File: config.mk
export PLATFORM = sky130hd
export DESIGN_NAME = player_status_tracker
export DESIGN_NICKNAME = d
export VERILOG_FILES = /design/src/rtl/game_status_pkg.sv /design/src/rtl/rise_edge_det.sv /design/src/rtl/player_status_tracker.sv
export SDC_FILE = /design/constraint.sdc
export NUM_CORES = 1
export LEC_CHECK = 0
export ABC_AREA = 1
export CAP_MARGIN = 10
export CORE_AREA = 4 4 62 64
export CTS_CLUSTER_SIZE = 40
export DETAILED_ROUTE_END_ITERATION = 6
export DIE_AREA = 0 0 66 68
export PLACE_DENSITY = 0.87
export SETUP_SLACK_MARGIN = 0.02
export SLEW_MARGIN = 20
export SYNTH_ARGS = -nofsm -noshare
export SYNTH_HDL_FRONTEND = slang
export SYNTH_HIERARCHICAL = 1
export SYNTH_SLANG_ARGS = --single-unit
File: constraint.sdc
create_clock -name clk -period 4.4 [get_ports clk]
set_input_delay 0.88 -clock clk [delete_from_list [all_inputs] [get_ports clk]]
set_output_delay 0.88 -clock clk [all_outputs]
set_load 0.05 [all_outputs]
File: src/rtl/game_status_pkg.sv
// Shared status types and constants for the player status tracker and the
// game-control FSM: life-cycle state enum, counter widths, default frame
// timings and saturating-increment helpers.
package game_status_pkg;

    localparam int DEATH_W     = 2;
    localparam int GOLD_W      = 3;
    localparam int FRAME_CNT_W = 8;

    localparam int EXPLODE_FRAMES_DEF = 30;
    localparam int INVULN_FRAMES_DEF  = 120;
    localparam int BLINK_FRAMES_DEF   = 8;
    localparam int MAX_DEATHS_DEF     = 3;
    localparam int MAX_GOLD_DEF       = 7;

    typedef enum logic [1:0] {
        ALIVE_ST   = 2'd0,
        EXPLODE_ST = 2'd1,
        INVULN_ST  = 2'd2,
        OUT_ST     = 2'd3
    } state_t;

    function automatic logic [DEATH_W-1:0] sat_inc_death(
        input logic [DEATH_W-1:0] value,
        input logic [DEATH_W-1:0] limit
    );
        return (value >= limit) ? value : value + DEATH_W'(1);
    endfunction

    function automatic logic [GOLD_W-1:0] sat_inc_gold(
        input logic [GOLD_W-1:0] value,
        input logic [GOLD_W-1:0] limit
    );
        return (value >= limit) ? value : value + GOLD_W'(1);
    endfunction

endpackage

File: src/rtl/rise_edge_det.sv
// Rising-edge detector for a level input. The previous-value register always
// tracks the input, so a level that rises while disabled never produces a
// late event once enable returns. clear wins over any edge in the same clk.
module rise_edge_det (
    input  logic clk,
    input  logic resetN,
    input  logic clear,
    input  logic enable,
    input  logic level,
    output logic pulse
);

    logic prev_r;

    // Remember the level seen at the previous clock edge.
    always_ff @(posedge clk or negedge resetN) begin
        if (!resetN) begin
            prev_r <= 1'b0;
        end else if (clear) begin
            prev_r <= 1'b0;
        end else begin
            prev_r <= level;
        end
    end

    assign pulse = enable & level & ~prev_r & ~clear;

endmodule

File: src/rtl/player_status_tracker.sv
// Per-tank status keeper: death/gold counters, sticky mother-base flag and
// the explode / respawn / invulnerable-blink life cycle, paced by startOfFrame.
// Optional build macro: PLAYER_STATUS_BONUS_LIFE_EN (first time gold reaches 4
// in a game, one death is forgiven).
module player_status_tracker
    import game_status_pkg::*;
#(
    parameter int EXPLODE_FRAMES = EXPLODE_FRAMES_DEF,
    parameter int INVULN_FRAMES  = INVULN_FRAMES_DEF,
    parameter int BLINK_FRAMES   = BLINK_FRAMES_DEF,
    parameter int MAX_DEATHS     = MAX_DEATHS_DEF,
    parameter int MAX_GOLD       = MAX_GOLD_DEF
) (
    input  logic               clk,
    input  logic               resetN,
    input  logic               startOfFrame,
    input  logic               enable_game,
    input  logic               idle,
    input  logic               hit_by_bullet,
    input  logic               gold_collision,
    input  logic               base_hit,
    output logic [DEATH_W-1:0] deathcount,
    output logic [GOLD_W-1:0]  num_of_gold,
    output logic               mother_base,
    output logic               respawn,
    output logic               exploding,
    output logic               tank_visible
);

    state_t                 state_r, state_s;
    logic [DEATH_W-1:0]     death_r, death_s;
    logic [GOLD_W-1:0]      gold_r, gold_s;
    logic                   base_r, base_s;
    logic                   respawn_r, respawn_s;
    logic                   exploding_r, exploding_s;
    logic                   visible_r, visible_s;
    logic [FRAME_CNT_W-1:0] frame_cnt_r, frame_cnt_s;
    logic [FRAME_CNT_W-1:0] blink_cnt_r, blink_cnt_s;
    logic                   hit_ev_s, gold_ev_s, base_ev_s, frame_tick_s;
`ifdef PLAYER_STATUS_BONUS_LIFE_EN
    logic                   bonus_used_r, bonus_used_s;
`endif

    rise_edge_det u_hit_det (
        .clk(clk), .resetN(resetN), .clear(idle), .enable(enable_game),
        .level(hit_by_bullet), .pulse(hit_ev_s)
    );

    rise_edge_det u_gold_det (
        .clk(clk), .resetN(resetN), .clear(idle), .enable(enable_game),
        .level(gold_collision), .pulse(gold_ev_s)
    );

    rise_edge_det u_base_det (
        .clk(clk), .resetN(resetN), .clear(idle), .enable(enable_game),
        .level(base_hit), .pulse(base_ev_s)
    );

    assign frame_tick_s = startOfFrame & enable_game;

    // Next-state logic: counters, life-cycle transitions and output values.
    always_comb begin
        state_s     = state_r;
        death_s     = death_r;
        gold_s      = gold_r;
        base_s      = base_r;
        respawn_s   = 1'b0;
        exploding_s = exploding_r;
        visible_s   = visible_r;
        frame_cnt_s = frame_cnt_r;
        blink_cnt_s = blink_cnt_r;
`ifdef PLAYER_STATUS_BONUS_LIFE_EN
        bonus_used_s = bonus_used_r;
`endif

        if (base_ev_s) begin
            base_s = 1'b1;
        end else begin
            base_s = base_r;
        end

        if (gold_ev_s && (state_r != OUT_ST)) begin
            gold_s = sat_inc_gold(gold_r, GOLD_W'(MAX_GOLD));
        end else begin
            gold_s = gold_r;
        end

        case (state_r)
            ALIVE_ST: begin
                exploding_s = 1'b0;
                visible_s   = 1'b1;
                if (hit_ev_s) begin
                    death_s     = sat_inc_death(death_r, DEATH_W'(MAX_DEATHS));
                    frame_cnt_s = {FRAME_CNT_W{1'b0}};
                    visible_s   = 1'b0;
                    if (death_s == DEATH_W'(MAX_DEATHS)) begin
                        state_s = OUT_ST;
                    end else begin
                        state_s     = EXPLODE_ST;
                        exploding_s = 1'b1;
                    end
                end else begin
                    state_s = ALIVE_ST;
                end
            end
            EXPLODE_ST: begin
                if (frame_tick_s) begin
                    if (frame_cnt_r == FRAME_CNT_W'(EXPLODE_FRAMES - 1)) begin
                        respawn_s   = 1'b1;
                        frame_cnt_s = {FRAME_CNT_W{1'b0}};
                        blink_cnt_s = {FRAME_CNT_W{1'b0}};
                        state_s     = INVULN_ST;
                        exploding_s = 1'b0;
                        visible_s   = 1'b1;
                    end else begin
                        frame_cnt_s = frame_cnt_r + FRAME_CNT_W'(1);
                    end
                end else begin
                    frame_cnt_s = frame_cnt_r;
                end
            end
            INVULN_ST: begin
                if (frame_tick_s) begin
                    if (frame_cnt_r == FRAME_CNT_W'(INVULN_FRAMES - 1)) begin
                        frame_cnt_s = {FRAME_CNT_W{1'b0}};
                        state_s     = ALIVE_ST;
                        visible_s   = 1'b1;
                    end else begin
                        frame_cnt_s = frame_cnt_r + FRAME_CNT_W'(1);
                        // Blink: flip visibility after every BLINK_FRAMES frames.
                        if (blink_cnt_r == FRAME_CNT_W'(BLINK_FRAMES - 1)) begin
                            blink_cnt_s = {FRAME_CNT_W{1'b0}};
                            visible_s   = ~visible_r;
                        end else begin
                            blink_cnt_s = blink_cnt_r + FRAME_CNT_W'(1);
                        end
                    end
                end else begin
                    frame_cnt_s = frame_cnt_r;
                end
            end
            OUT_ST: begin
                exploding_s = 1'b0;
                visible_s   = 1'b0;
            end
            default: begin
                state_s     = ALIVE_ST;
                exploding_s = 1'b0;
                visible_s   = 1'b1;
            end
        endcase

`ifdef PLAYER_STATUS_BONUS_LIFE_EN
        // One bonus life per game, granted when gold first climbs to 4.
        if (gold_ev_s && !bonus_used_r && (gold_s == GOLD_W'(4)) && (gold_r != GOLD_W'(4))) begin
            bonus_used_s = 1'b1;
            if (death_s != DEATH_W'(0)) begin
                death_s = death_s - DEATH_W'(1);
            end else begin
                death_s = death_s;
            end
        end else begin
            bonus_used_s = bonus_used_r;
        end
`endif

        // A new-game pulse overrides everything computed above.
        if (idle) begin
            state_s     = ALIVE_ST;
            death_s     = {DEATH_W{1'b0}};
            gold_s      = {GOLD_W{1'b0}};
            base_s      = 1'b0;
            respawn_s   = 1'b0;
            exploding_s = 1'b0;
            visible_s   = 1'b1;
            frame_cnt_s = {FRAME_CNT_W{1'b0}};
            blink_cnt_s = {FRAME_CNT_W{1'b0}};
`ifdef PLAYER_STATUS_BONUS_LIFE_EN
            bonus_used_s = 1'b0;
`endif
        end else begin
            state_s = state_s;
        end
    end

    // Status and life-cycle registers.
    always_ff @(posedge clk or negedge resetN) begin
        if (!resetN) begin
            state_r     <= ALIVE_ST;
            death_r     <= {DEATH_W{1'b0}};
            gold_r      <= {GOLD_W{1'b0}};
            base_r      <= 1'b0;
            respawn_r   <= 1'b0;
            exploding_r <= 1'b0;
            visible_r   <= 1'b1;
            frame_cnt_r <= {FRAME_CNT_W{1'b0}};
            blink_cnt_r <= {FRAME_CNT_W{1'b0}};
`ifdef PLAYER_STATUS_BONUS_LIFE_EN
            bonus_used_r <= 1'b0;
`endif
        end else begin
            state_r     <= state_s;
            death_r     <= death_s;
            gold_r      <= gold_s;
            base_r      <= base_s;
            respawn_r   <= respawn_s;
            exploding_r <= exploding_s;
            visible_r   <= visible_s;
            frame_cnt_r <= frame_cnt_s;
            blink_cnt_r <= blink_cnt_s;
`ifdef PLAYER_STATUS_BONUS_LIFE_EN
            bonus_used_r <= bonus_used_s;
`endif
        end
    end

    assign deathcount   = death_r;
    assign num_of_gold  = gold_r;
    assign mother_base  = base_r;
    assign respawn      = respawn_r;
    assign exploding    = exploding_r;
    assign tank_visible = visible_r;

endmodule
==> metrics.md, run 1 <==
| Metric | Value |
|---|---|
| Most used cell, CP | `nand2_1` |
| Core area | `around 3300 um2` |
| Worst reg-to-reg path cell count | `11` |
| Post-route setup slack | `1.68 ns` |
| CP Class | `input pin to register` |
| R2R Path End | `frame_cnt_r[5]$_DFFE_PN0P_` |
| Worst EP required | `4.67 ns` |
| Post-Route Skew | `0.00815 ns` |
| H-tree lvl count | `2` |
| Max-slew headroom | `66.0%` |
| Power Density | `235 nW/um2` |
| Final #Nets | `about 300` |
| Die W | `66 um` |
| DRC Markers | `0` |
| Avg Inst Size Synth | `7.45 um2` |
| Setup crit start kind | `input pin` |
| Total clock sinks | `30` |
| Post-Syn Instances | `262` |
| ANT nets after route | `0` |
| Vias | `1718` |
| Grt ovf | `0` |
| CP arrival | `about 3.0 ns` |
| Clock transition at path regs | `0.08 ns` |
| Die Y | `68 um` |
| CP top delay family | `buffers and inverters` |
| Non-Filler Instances | `330` |
| Slowest CP cell | `clkdlybuf4s50_1` |
| DRT Pass-1 Iters | `5` |
| RSZ-0062 raised after global routing | `false` |
| Hold_buf cts | `0` |
| Placed cells | `~320` |
| Origin of the worst setup path | `idle` |
| HPWL Detailed | `3050 um` |
| Ant diodes | `0` |
| Most common cell after layout, fill and taps aside | `nand2_1` |
| Actual slew at the worst max-slew pin | `0.508 ns` |
| Routed len/inst | `between 10 and 15 um` |
| Simple-gate portion of the synthesized area | `36.7%` |
| Fin. Hold Viols | `0` |
| Post-CTS Setup Repair Bufs | `0` |
| Max Root-Sink Buffers | `2` |
| Final GP Congestion | `about 0.94` |
| Worst setup path end | `frame_cnt_r[5]$_DFFE_PN0P_` |
| Largest family of logic cells by synthesized area | `simple AND/OR/NAND/NOR gates` |
| Post-CTS sizing | `0` |
| P&R area growth vs syn | `12.6%` |
| Via/cell ratio | `around 5.2` |
| Achievable frequency | `roughly 0.37 GHz` |
| FF-to-FF Start | `state_r[0]$_DFFE_PN0P_` |
| Post-synthesis sequential area ratio | `38.5%` |
| CP max FO | `13` |
| Die Area | `4490 um2` |
| WP depth | `9` |
| Final setup fails | `0` |
| Hold Path Class | `register to register` |
| Largest net degree at the start of global routing | `24` |
| Mapped Area | `1950 um2` |
| Status | `completed` |
| Layout cells sized above 1 | `between 10% and 20%` |
| Clock latency at the later pin of the worst-skew pair | `0.33 ns` |
| Fin Hold WS | `0.493 ns` |
| Yosys cell types | `33` |
| DRT Wirelength | `a little over 4000 um` |
| Leakage Power | `about 1.2 nW` |
| I/O Buffers | `16` |
| Drt initial violations | `115` |
| Worst ir drop on vdd | `0.143 mV` |
| Inserted Clock Buffers | `5` |
| CTS tree | `built` |
| Place WS | `1.39 ns` |
| Initial Utilization | `around three fifths` |
| Mux share of post-synthesis cell area | `0%` |
| Critical path buffer and inverter count | `3` |
| Adder-cell area share of the yosys netlist | `5.77%` |
| Synth Area in Compound Gates | `8.65%` |
| Number of antenna violations at the first check in global routing | `0` |
| Root Buffer | `clkbuf_4` |
| Cells along the critical path | `clkdlybuf4s50_1, inv_1, nand3_1, nand2_1, nor2_2, nand2_1, o21ai_0, nand2_1, inv_1` |
| Max cap viols | `0` |
| Max-slew violation count | `0` |
| YS warnings | `6` |
| Most frequent cells in the layout | `74 x nand2_1, 34 x inv_1, 29 x dfrtp_1` |
| Post-synthesis xor/xnor area fraction | `less than 1%` |
| Row count | `21` |
| Final TNS setup | `0 ns` |
| Total track usage | `20.7%` |
| Io pins | `17` |
| Register bit count reported by yosys | `30` |
| Post-Synthesis Net Count | `~280` |
| Vias in the first global route | `1659` |
| Setup crit end kind | `register` |
| Min Tclk post-route | `2.72 ns` |
| First-pass GRT wire length | `between 7000 and 8000 um` |
| Post-layout util | `66.9%` |
| Worst path max stage delay | `0.76 ns` |
| Reg2reg setup slack | `2.30 ns` |
| Final Cycle Share | `61.8%` |
==> cells in the mapped netlist (all sizes together) <==
library cell / instances / area (um2)
ha: 9 / 113
nand2: 88 / 370
a21o: 2 / 15.0
nor2: 32 / 159
nor4: 1 / 6.26
inv: 40 / 158
a32oi: 1 / 8.76
nand3: 20 / 110
nand3b: 3 / 22.5
o21ai: 13 / 83.8
buf: 3 / 27.5
dfrtp: 29 / 726
a21oi: 7 / 42.5
nand4: 4 / 25.0
dfstp: 1 / 26.3
xor2: 2 / 17.5
a31oi: 2 / 12.5
nor3b: 1 / 7.51
o22ai: 1 / 6.26
nor3: 3 / 15.0
==> registers in the layout, summed over array words and instances, names as in the netlist <==
name,flops
blink_cnt_r,8
frame_cnt_r,8
num_of_gold,3
deathcount,2
state_r,2
exploding,1
mother_base,1
respawn,1
tank_visible,1
u_base_det/prev_r,1
u_gold_det/prev_r,1
u_hit_det/prev_r,1
==> cell type report <==
| type | count | area (um2) |
|---|---|---|
| Multi-Input combinational cell | 189 | 1010 |
| Sequential cell | 30 | 752 |
| Inverter | 40 | 158 |
| Fill cell | 273 | 1090 |
| Clock buffer | 7 | 45.0 |
| Timing Repair Buffer | 18 | 170 |
| Tap cell | 46 | 57.6 |
==> through the flow <==
| stage | instance area, um2 | total power, mW |
|---|---|---|
| after global routing | 2200 | 0.541 |
| after detailed placement | 2160 | 0.370 |
| after floorplan | 1950 | 0.344 |
| after global placement | 2160 | 0.369 |
| final | 2200 | 0.516 |
| after CTS | 2200 | 0.519 |
==> where the power goes <==
part / internal, mW / switching [mW]
registers: 0.282 / 0.00538
clock network: 0.0601 / 0.0918
logic: 0.0255 / 0.0511
total: 0.368 / 0.148
==> worst min path at each step <==
stage	startpoint	slack, ns	endpoint	depth (start not counted)
6_report	tank_visible$_DFFE_PN1P_	0.49	tank_visible$_DFFE_PN1P_	2
5_1_grt	tank_visible$_DFFE_PN1P_	0.51	tank_visible$_DFFE_PN1P_	2
4_1_cts	tank_visible$_DFFE_PN1P_	0.50	tank_visible$_DFFE_PN1P_	2
3_5_place_dp	tank_visible$_DFFE_PN1P_	0.48	tank_visible$_DFFE_PN1P_	2
3_3_place_gp	tank_visible$_DFFE_PN1P_	0.48	tank_visible$_DFFE_PN1P_	2
2_1_floorplan	blink_cnt_r[1]$_DFFE_PN0P_	0.49	blink_cnt_r[1]$_DFFE_PN0P_	2
==> worst register-to-register path, cell delays in order (launching register included) <==
cell	delay, ns
dfrtp_1	0.42
inv_1	0.08
ha_1	0.29
inv_2	0.18
nor2_4	0.06
nand2_1	0.09
nand2_2	0.07
nor2_2	0.42
nand2_1	0.13
o21ai_0	0.17
nand2_1	0.07
inv_1	0.05
==> routing by layer <==
metal	GRT usage, %	vias to the layer above	routed length (um)
met5	0	-	0
met1	24.3	785	1690
met4	7.36	0	55
li1	-	867	-
met2	37.7	57	2050
met3	4.11	9	224
==> logic make-up after synthesis <==
family / count (synthesis)
adders and majority gates: 9
AOI/OAI and AO/OA: 26
and+or+nand+nor: 152
xor gates and xnor gates: 2
buffers and inverters: 43
DFF: 30
Power figures use the tool's default switching activity.
==> run 2, diff against run 1 <==
--- a/config.mk
+++ b/config.mk
@@ -7,11 +7,11 @@
 export LEC_CHECK = 0
 export ABC_AREA = 1
 export CAP_MARGIN = 10
-export CORE_AREA = 4 4 62 64
+export CORE_AREA = 4 4 67 69
 export CTS_CLUSTER_SIZE = 40
 export DETAILED_ROUTE_END_ITERATION = 6
-export DIE_AREA = 0 0 66 68
-export PLACE_DENSITY = 0.87
+export DIE_AREA = 0 0 71 73
+export PLACE_DENSITY = 0.79
 export SETUP_SLACK_MARGIN = 0.02
 export SLEW_MARGIN = 20
 export SYNTH_ARGS = -nofsm -noshare
==> constraint.sdc (replaced) <==
create_clock -name clk -period 2.4 [get_ports clk]
set_input_delay 0.48 -clock clk [delete_from_list [all_inputs] [get_ports clk]]
set_output_delay 0.48 -clock clk [all_outputs]
set_load 0.05 [all_outputs]
==> run 2 against run 1 <==
  * Global-route usage is 2.9 points lower
  * Sequential power grew 84%
  * Core utilization shrank 7.9 points
  * Largest power group is now the clock network
  * Worst hold slack got worse by 0.0042 ns
  * Clock-buffer cell count unchanged
  * Final cell count grew 2.7%
  * Sequential cell count unchanged
  * Critical endpoint is now tank_visible
  * Sequential share of layout area fell by 1.7 points
  * Clock power grew to 3.5 times the previous value
==> metrics.md, run 2 (synthesis results as in run 1) <==
| Metric | Value |
|---|---|
| Grt ovf | `0 (unchanged)` |
| Worst ir drop on vdd | `0.429 mV (was 0.143 mV)` |
| Hold_buf cts | `0 (unchanged)` |
| Clock latency at the later pin of the worst-skew pair | `0.29 ns (was 0.33 ns)` |
| Clock transition at path regs | `0.06 ns (was 0.08 ns)` |
| Total clock sinks | `30 (unchanged)` |
| Max-slew violation count | `0 (unchanged)` |
| Post-CTS Setup Repair Bufs | `0 (unchanged)` |
| Inserted Clock Buffers | `5 (unchanged)` |
| Die W | `71 um (was 66 um)` |
| Row count | `23 (was 21)` |
| CP max FO | `3 (was 13)` |
| Actual slew at the worst max-slew pin | `0.504 ns (was 0.508 ns)` |
| Final #Nets | `305 (was 301)` |
| Most common cell after layout, fill and taps aside | `nand2_1 (unchanged)` |
| Achievable frequency | `about 0.47 GHz` |
| Fin area | `2310 um2 (was 2200 um2)` |
| Io pins | `17 (unchanged)` |
| Sequential Area | `752 um2 (unchanged)` |
| Post-CTS sizing | `0 (unchanged)` |
| Setup crit start kind | `register (was input pin)` |
| Sequential share of power | `43.8% (was 55.7%)` |
| P&R area growth vs syn | `18.3% (was 12.6%)` |
| DRT Pass-1 Iters | `4 (was 5)` |
| Via/cell ratio | `5.01 (was 5.21)` |
| H-tree lvl count | `2 (unchanged)` |
| Sw Pwr | `0.296 mW (was 0.148 mW)` |
| Core area | `3910 um2 (was 3280 um2)` |
| Most frequent cells in the layout | `74 x nand2_1, 34 x inv_1, 29 x dfrtp_1 (unchanged)` |
| Vias | `1699 (was 1718)` |
| Max cap viols | `0 (unchanged)` |
| ANT nets after route | `0 (unchanged)` |
| Setup crit end kind | `output pin (was register)` |
| Max-slew headroom | `66.3% (was 66.0%)` |
| Total track usage | `17.8% (was 20.7%)` |
| CP arrival | `1.64 ns (was 2.99 ns)` |
| Final TNS setup | `0 ns (unchanged)` |
| FILL cells | `379 (was 273)` |
| Initial Utilization | `49.9% (was 59.4%)` |
| Max Root-Sink Buffers | `2 (unchanged)` |
| Switching Share | `24.5% (was 28.7%)` |
| Area of the multi-input gates | `1010 um2 (unchanged)` |
| Die Y | `73 um (was 68 um)` |
| Largest net degree at the start of global routing | `31 (was 24)` |
| Worst path max stage delay | `0.80 ns (was 0.76 ns)` |
| Power Internal | `0.910 mW (was 0.368 mW)` |
| Placed cells | `331 (was 323)` |
| Final setup fails | `0 (unchanged)` |
| Leakage Power | `1.21 nW (was 1.16 nW)` |
| HPWL Detailed | `3030 um (was 3050 um)` |
| Non-Filler Instances | `339 (was 330)` |
| DP Area | `2190 um2 (was 2160 um2)` |
| Worst EP required | `1.92 ns (was 4.67 ns)` |
| Tot Pwr | `1.21 mW (was 0.516 mW)` |
| DRT Wirelength | `4050 um (was 4030 um)` |
| Fin. Hold Viols | `0 (unchanged)` |
| Vias in the first global route | `1650 (was 1659)` |
| Routed len/inst | `11.9 um (was 12.2 um)` |
| Post-layout util | `59.0% (was 66.9%)` |
| Hold Path Class | `register to register (unchanged)` |
| Cells along the critical path | `clkdlybuf4s50_1 (was clkdlybuf4s50_1, inv_1, nand3_1, nand2_1, nor2_2, nand2_1, o21ai_0, nand2_1, inv_1)` |
| Status | `completed (unchanged)` |
| Min Tclk post-route | `2.12 ns` |
| Root Buffer | `clkbuf_8 (was clkbuf_4)` |
| Power Density | `522 nW/um2 (was 235 nW/um2)` |
| Die Area | `5180 um2 (was 4490 um2)` |
| Post-Route Skew | `0.00702 ns (was 0.00815 ns)` |
| I/O Buffers | `16 (unchanged)` |
| CP top delay family | `buffers and inverters (unchanged)` |
| CTS tree | `built (unchanged)` |
| Critical path buffer and inverter count | `1 (was 3)` |
| Final Cycle Share | `88.2%` |
| Slowest CP cell | `clkdlybuf4s50_1 (unchanged)` |
| Reg2reg setup slack | `0.52 ns (was 2.30 ns)` |
| Final GP Congestion | `0.842 (was 0.945)` |
| Clock Power Share | `43.9% (was 29.4%)` |
| Layout cells sized above 1 | `17.0% (was 15.5%)` |
| Comb power frac | `12.3% (was 14.8%)` |
| Ant diodes | `0 (unchanged)` |
| First-pass GRT wire length | `7270 um (was 7140 um)` |
| Drt initial violations | `90 (was 115)` |
| DRC Markers | `0 (unchanged)` |
| RSZ-0062 raised after global routing | `false (unchanged)` |
| Number of antenna violations at the first check in global routing | `0 (unchanged)` |
| CP Class | `register to output pin (was input pin to register)` |
run 2: power groups by stage:
| stage | registers, mW | clock network, mW | logic [mW] |
|---|---|---|---|
| 6_report | 0.527 | 0.529 | 0.149 |
| 5_1_grt | 0.529 | 0.566 | 0.164 |
| 4_1_cts | 0.527 | 0.543 | 0.150 |
| 3_5_place_dp | 0.537 | 0 | 0.150 |
| 3_3_place_gp | 0.536 | 0 | 0.148 |
| 2_1_floorplan | 0.555 | 0 | 0.0770 |
run 2: final timing paths:
path | from | to | cells after the start
hold / removal | tank_visible$_DFFE_PN1P_ | tank_visible$_DFFE_PN1P_ | 2
setup reg to reg | state_r[0]$_DFFE_PN0P_ | frame_cnt_r[2]$_DFFE_PN0P_ | 11
hold reg to reg | tank_visible$_DFFE_PN1P_ | tank_visible$_DFFE_PN1P_ | 2
min in group asynchronous | resetN | u_base_det/prev_r$_DFF_PN0_ | 2
max in group asynchronous | resetN | tank_visible$_DFFE_PN1P_ | 2
setup / recovery | tank_visible$_DFFE_PN1P_ | tank_visible | 1
run 2: cell type report:
| class | instances | area share, % |
|---|---|---|
| tap | 50 | 2.71 |
| multi-input combinational | 189 | 44.0 |
| timing repair buffer | 22 | 8.89 |
| sequential | 30 | 32.6 |
| inverter | 40 | 6.83 |
| clock buffer | 7 | 3.74 |
| clock inverter | 1 | 1.30 |
run 2: stage by stage:
step | worst slack (ns) | hold slack (ns)
floorplan | 0.661 | 0.184
finish | 0.282 | 0.489
detailed placement | 0.233 | 0.476
global route | 0.244 | 0.519
global placement | 0.308 | 0.471
CTS | 0.263 | 0.493
run 2: routing by layer:
metal	up-vias	track usage (%)	part of all wire, %
met5	-	0	0
met4	0	6.89	1.6
met3	7	4.96	3.7
met2	21	30.6	48
met1	788	21.1	46
li1	883	-	-
